===== config.mk =====
export PLATFORM = sky130hd
export DESIGN_NAME = pc_sequencer
export DESIGN_NICKNAME = d
export VERILOG_FILES = /design/src/rtl/pc_sequencer.sv
export SDC_FILE = /design/constraint.sdc
export NUM_CORES = 1
export LEC_CHECK = 0
export CORE_ASPECT_RATIO = 1.4
export CORE_MARGIN = 2
export CORE_UTILIZATION = 46
export CTS_BUF_LIST = sky130_fd_sc_hd__clkbuf_16
export CTS_CLUSTER_SIZE = 28
export DETAILED_ROUTE_END_ITERATION = 6
export GPL_TIMING_DRIVEN = 0
export PLACE_DENSITY_LB_ADDON = 0.2
export SETUP_SLACK_MARGIN = 0.3
export SYNTH_ARGS = -nofsm -noshare
export SYNTH_HDL_FRONTEND = slang
export SYNTH_SLANG_ARGS = --single-unit

===== constraint.sdc =====
create_clock -name clk -period 3.6 [get_ports clk]
set_input_delay 0.72 -clock clk [delete_from_list [all_inputs] [get_ports clk]]
set_output_delay 0.72 -clock clk [all_outputs]
set_load 0.05 [all_outputs]

===== src/rtl/pc_sequencer.sv =====
// Instruction fetch PC sequencer: issues imem requests, registers returned words,
// and handles stall, redirect (with misalignment trap) and halt.
module pc_sequencer #(
  parameter logic [31:0] RESET_VECTOR = 32'h0000_0000,
  parameter logic [31:0] TRAP_VECTOR  = 32'h0000_0100
) (
  input  logic        clk,
  input  logic        rst,
  input  logic        stall,
  input  logic        redirect_valid,
  input  logic [31:0] redirect_target,
  input  logic        halt,
  output logic        imem_req,
  output logic [31:0] imem_addr,
  input  logic        imem_ack,
  input  logic [31:0] imem_rdata,
  output logic        instr_valid,
  output logic [31:0] instr,
  output logic [31:0] instr_pc,
  output logic [31:0] pc_out,
  output logic        misalign
);

  // state   | meaning
  // S_IDLE  | one cycle after reset, no request
  // S_REQ   | fetch request outstanding at pc
  // S_HOLD  | instruction held for a stalled consumer
  // S_HALTED| fetching stopped until reset
  typedef enum logic [1:0] {S_IDLE, S_REQ, S_HOLD, S_HALTED} state_t;

  state_t      state_q, state_d;
  logic [31:0] pc_q, pc_d;
  logic [31:0] instr_q, instr_d;
  logic [31:0] instr_pc_q, instr_pc_d;
  logic        instr_valid_q, instr_valid_d;
  logic        misalign_q, misalign_d;
  logic        halt_pend_q, halt_pend_d;

  logic        redir_bad;
  logic [31:0] redir_pc;
  logic [31:0] pc_inc;
  logic        halt_eff;

  assign redir_bad = (redirect_target[1:0] != 2'b00);
  assign redir_pc  = redir_bad ? TRAP_VECTOR : redirect_target;
  assign pc_inc    = pc_q + 32'd4;
  assign halt_eff  = halt | halt_pend_q;

  always_comb begin
    state_d       = state_q;
    pc_d          = pc_q;
    instr_d       = instr_q;
    instr_pc_d    = instr_pc_q;
    instr_valid_d = 1'b0;
    misalign_d    = 1'b0;
    halt_pend_d   = halt_pend_q;

    case (state_q)
      S_IDLE: begin
        if (redirect_valid) begin
          pc_d       = redir_pc;
          misalign_d = redir_bad;
        end
        state_d = halt ? S_HALTED : S_REQ;
      end
      S_REQ: begin
        if (redirect_valid) begin
          pc_d        = redir_pc;
          misalign_d  = redir_bad;
          halt_pend_d = 1'b0;
          state_d     = halt_eff ? S_HALTED : S_REQ;
        end else if (imem_ack) begin
          instr_d       = imem_rdata;
          instr_pc_d    = pc_q;
          instr_valid_d = 1'b1;
          if (halt_eff) begin
            // the acked word is delivered once, then fetching stops past it
            halt_pend_d = 1'b0;
            pc_d        = pc_inc;
            state_d     = S_HALTED;
          end else if (stall) begin
            state_d = S_HOLD;
          end else begin
            pc_d = pc_inc;
          end
        end else if (halt) begin
          halt_pend_d = 1'b1;
        end
      end
      S_HOLD: begin
        if (redirect_valid) begin
          pc_d       = redir_pc;
          misalign_d = redir_bad;
          state_d    = halt ? S_HALTED : S_REQ;
        end else if (halt) begin
          state_d = S_HALTED;
        end else if (!stall) begin
          pc_d    = pc_inc;
          state_d = S_REQ;
        end else begin
          instr_valid_d = 1'b1;
        end
      end
      S_HALTED: ;
      default: state_d = S_IDLE;
    endcase
  end

  always_ff @(posedge clk or posedge rst) begin
    if (rst) begin
      state_q       <= S_IDLE;
      pc_q          <= RESET_VECTOR;
      instr_q       <= 32'd0;
      instr_pc_q    <= 32'd0;
      instr_valid_q <= 1'b0;
      misalign_q    <= 1'b0;
      halt_pend_q   <= 1'b0;
    end else begin
      state_q       <= state_d;
      pc_q          <= pc_d;
      instr_q       <= instr_d;
      instr_pc_q    <= instr_pc_d;
      instr_valid_q <= instr_valid_d;
      misalign_q    <= misalign_d;
      halt_pend_q   <= halt_pend_d;
    end
  end

  assign imem_req    = (state_q == S_REQ);
  assign imem_addr   = pc_q;
  assign pc_out      = pc_q;
  assign instr       = instr_q;
  assign instr_pc    = instr_pc_q;
  assign instr_valid = instr_valid_q;
  assign misalign    = misalign_q;

endmodule

Word level (Yosys, flattened, before mapping) --
Index checks and enable logic that the tools add are counted.
Operators by class: add/sub/neg operators 1, multiply operators 0, divide/modulo/power cells 0, order comparisons 0, equality and inequality tests 8, shifts and indexed selects 0, multiplexer cells 31, bitwise gates (word level) 2, reduce and logical (&&, ||, !) cells 9
Operators with widths (count):
- $mux 32 | 8
- $pmux 32 s3 | 1
- $add 32x3->32 const B | 1
- $mux 2 | 9
- $mux 1 | 11
- $reduce_and 4->1 | 2
- $ne 3x2->1 const B | 2
- $pmux 2 s3 | 1
- $reduce_and 3->1 | 2
- $reduce_bool 3->1 | 2
- $ne 4x3->1 const B | 1
- $ne 4x4->1 const B | 1
- $ne 3x3->1 const B | 1
- $reduce_or 3->1 | 1
- $eq 2x1->1 const B | 1
- $eq 2x2->1 const B | 1
- $logic_not 2->1 | 1
- $ne 2x2->1 const B | 1
- $pmux 1 s2 | 1
- $reduce_bool 2->1 | 1
- $not 1->1 | 1
- $or 1x1->1 | 1
Storage, ports and cells: register bits after elaboration 101, latch bits 0, memory bits (writable) 0, ROM bits 0, output and inout bits 131, logic and storage cells 58, memories kept 0

Longest topological paths before layout --
word-level depth 6, depth in mapped cells 10, depth with buffers taken out 7

Worst setup path before layout --
No wires, ideal clock.
path type reg2reg, start register pc_q[3], in the netlist imem_addr[3], end register pc_q[24], in the netlist imem_addr[24], setup time 121 ps, data arrival time 2268 ps, required time 3479 ps, slack 1211 ps, stages on the path, launching flop included 8, path buffers 1, period minus slack after synthesis 2389 ps, cell sequence dfrtp_1 -> ha_1 -> buf_2 -> nand4_1 -> nor4_1 -> nand4_1 -> or2_0 -> a32o_1
Between the ends: word-level cells in the longest chain between the ends 6, elaborated cells on any way between the ends 8, those cells by class add/sub: 1; mux: 7
RTL lines:
- start: declaration | line 32 | logic [31:0] pc_q, pc_d;
- start signal: assignment | line 120 | pc_q <= pc_d;
- $add 32x3->32 (*) | line 46 | assign pc_inc = pc_q + 32'd4;
- $mux 32 | line 81, 97
- $mux 32 | line 76 | if (halt_eff) begin
- $mux 32 | line 72 | end else if (imem_ack) begin
- $mux 32 | line 67 | if (redirect_valid) begin
- $pmux 32 s3 (*) | line 58 | case (state_q)
Every way passes the cells marked *; elsewhere a longest branch is shown, timed or not. The select of a mux whose other input is x is not followed. A chain may end at the register's enable or synchronous reset.

Worst setup path after layout --
start input redirect_valid, end register pc_q[3], in the netlist imem_addr[3]
Between the ends: word-level cells in the longest chain between the ends 2, elaborated cells on any way between the ends 7, those cells by class eq/ne: 3; mux: 3; reduce/logical: 1
RTL lines:
- start: declaration | line 10 | input logic redirect_valid,
- $ne 3x3->1 (no line) (tied with other cells)
- $reduce_and 4->1 (no line) / $pmux 32 s3 (equally long branches)
Parallel ways exist; a longest one is shown, timed or not.

==> impl_results.md <==
* Via density at ~6.1
* CTS tree: yes
* H-tree levels at 3
* Final core occ at between 60% and 70%
* PostCTS Resize Cnt at 0
* Number of flops mapped to enable cells by yosys at 0
* Worst Skew at roughly 9.8 ps
* Crit path kind: in2reg
* Startpoint Class: input pin
* Wirelength per Cell at 21.7 µm
* Measured slew at the worst slew-check pin at between 1000 and 1500 ps
* Met2 GRT Util at approximately 53%
* Pin count of the biggest net entering global routing at between 40 and 50
* Initial antenna violation count at 0
* WL final at 20.5 mm
* Count of final hold-check violations at 0
* Fin cells at 945
* Pwr Density at 1090 nW/µm²
* RSZ-0062 raised after global routing: false
* Maximum vdd drop at 666 µV
* Switching power share of the total at a little over half
* Part of the power in registers at a little under a quarter
* Global-route wire length before repair at 31.3 mm
* Buffers on Ports at 199
* Core Box Area at 12,200 µm²
* HP Class: reg2reg
* Post-Route Setup TNS at 0 ps
* Clk buf depth at 2
* DRT iter0 DRCs at 430
* DR DRC count at 0
* M1 GR Usage at a little over a third
* Status: finished, final reports clean
* Final setup viols at 0
* Synth top area cells: dfrtp_1 (44%), mux2_2 (12%), buf_4 (4.4%)
* Hold Worst Slack at 485 ps
* Int Power at 4.14 mW
* Top-area cell type share of the netlist area at 44.4%
* Drt first pass iters at 6
* Sw power at around 4.8 mW
* Post-CTS setup buffers at 0
* Synth cell types at 58
* Die Y at 136 µm
* Part of the cycle the worst path needs at 83.1%
* Mapped Cells at roughly 580
* Number of global-route vias before repair at 5,691
* Nets at 865
* Relative slew margins at a little under a third
* Max cap viols at 0
* Leakage at 3.36 nW
* Min Tclk post-route at 2990 ps
* Total number of vias at 5,737
* Met3 Use GR at under 10%
* Total grt overflow at 0
* Routability cong. at 0.959
* Ports at around 200
* Initial Utilization at 46.6%
* Register area share after synthesis at 44.4%
* GRT Resource Usage Total at 30.3%
* Peak Freq at 334 MHz
* Clock power frac at 10.4%
* Max Transition Viols Final at 0
* Clock transition at path regs at 70 ps
* Clock root buffer: clkbuf_16
* Mapped Nets at 653
* Mean post-synth cell area at 9.84 µm²
* Critical Path RT at 3880 ps
* Area added between synthesis and finish at 44.2%
* Share of layout cells above drive strength 1 at 16.7%
* Diodes inserted at 0
* Post-synth ARST share at between 90% and 100%
* Synth Flop Type: dfrtp_1
* Seq cells post-synth at 101
* Leading area contributor after synthesis: dfrtp_1
* Remaining antenna violation count after routing at 0
* Worst Setup End Kind: flip-flop
* Number of instances in the placed design at 929
* CP max FO at 10
* DP Area at approximately 7900 µm²
* Post-Synthesis Cell Area at ~5700 µm²
* Yosys warning count at 0
* Die ar. at 13,300 µm²
* Final HPWL DP at 15.3 mm
* Clk sinks at 101
* Arr. time, crit path at 3280 ps
* Fin area at 8200 µm²
* Cts bufs inserted at 9
* FP Rows at 48
* Logic pwr share at ~66%
* Cell with the most instances after synthesis: dfrtp_1
* Busiest grt layer: met2
* Most common library cells after synthesis: dfrtp_1 (101), mux2_2 (59), nand2_1 (53), a21oi_1 (49), buf_4 (33)
* Clock insertion delay at the later pin of the skew report at 350 ps
* CTS Hold Bufs at 0
* Die W at roughly 98 µm
-- power by group through the flow --
stage | logic [mW] | registers [mW] | clock network [mW]
5_1_grt | 6.11 | 2.22 | 0.992
4_1_cts | 5.86 | 2.14 | 0.949
2_1_floorplan | 2.23 | 3.72 | 0
6_report | 5.89 | 2.13 | 0.933
3_5_place_dp | 5.84 | 2.16 | 0
3_3_place_gp | 5.76 | 2.11 | 0
-- sequential cells by signal, summed over array words and instances (netlist names) --
| name | count |
|---|---|
| imem_addr | 32 |
| instr | 32 |
| instr_pc | 32 |
| state_q | 2 |
| halt_pend_q | 1 |
| instr_valid | 1 |
| misalign | 1 |
-- worst max-delay path: stages --
cell and delay (ps):
clkdlybuf4s50_1 510, nor2_1 320, a221o_1 310, clkbuf_1 470
clkbuf_1 530, a21oi_1 150, o21ai_0 120, o21a_1 140
-- metal layers --
metal | up-vias | routed length [µm]
met4 | 0 | 846
met1 | 2774 | 7450
li1 | 2534 | -
met5 | - | 0
met3 | 57 | 1690
met2 | 372 | 10500
-- kinds of logic (layout without fill, tap and decap cells) --
family	after synthesis	in the layout	share of synthesized area [%]
compound gates	155	155	17.8
fa+ha+maj	5	5	1.10
buf+inv	84	301	7.92
flops	101	101	44.4
mux	60	60	11.9
simple gates	173	173	16.9
-- area by class of cell --
type	instances	area [µm²]
timing repair buffer	201	2030
buffer	72	405
tap	150	188
clock inverter	7	58.8
clock buffer	9	225
inverter	12	48.8
sequential	101	2530
fill	980	3990
multi-input combinational	393	2710
-- cell usage in the layout (no fill, tap or decap), types with 4 or more instances in the layout --
cell type	n
o311ai_0	6
a2bb2oi_1	5
clkbuf_1	29
a211oi_1	4
and3_1	7
a31oi_1	8
nand4_1	16
o211ai_1	4
clkbuf_16	9
o31ai_1	4
a221oi_1	6
inv_1	11
buf_4	33
nand2b_1	4
nor3_1	10
nand3_1	20
nor2_1	26
dfrtp_1	101
a21oi_1	49
clkdlybuf4s50_1	199
nand2_1	53
ha_1	5
o21ai_0	31
and2_1	6
a21o_1	4
o21a_1	4
mux2_2	59
nor4_1	8
buf_2	9
-- final timing paths --
check | cells after the start | slack, ps | end | from
max in group asynchronous | 3 | 2210 | instr_pc[27] | rst
min reg2reg | 2 | 490 | instr_pc[17] | instr_pc[17]
max | 8 | 610 | imem_addr[3] | redirect_valid
min in group asynchronous | 2 | 780 | instr[3] | rst
max reg2reg | 9 | 810 | imem_addr[3] | state_q[0]
min | 2 | 490 | instr_pc[17] | instr_pc[17]
-- through the flow --
stage / total power [mW] / setup WS (ps)
after floorplan: 5.95 / 1210
after global routing: 9.33 / 507
after global placement: 7.88 / 275
after CTS: 8.95 / 569
after detailed placement: 8.00 / 277
final: 8.96 / 607
Power figures use the tool's default switching activity.
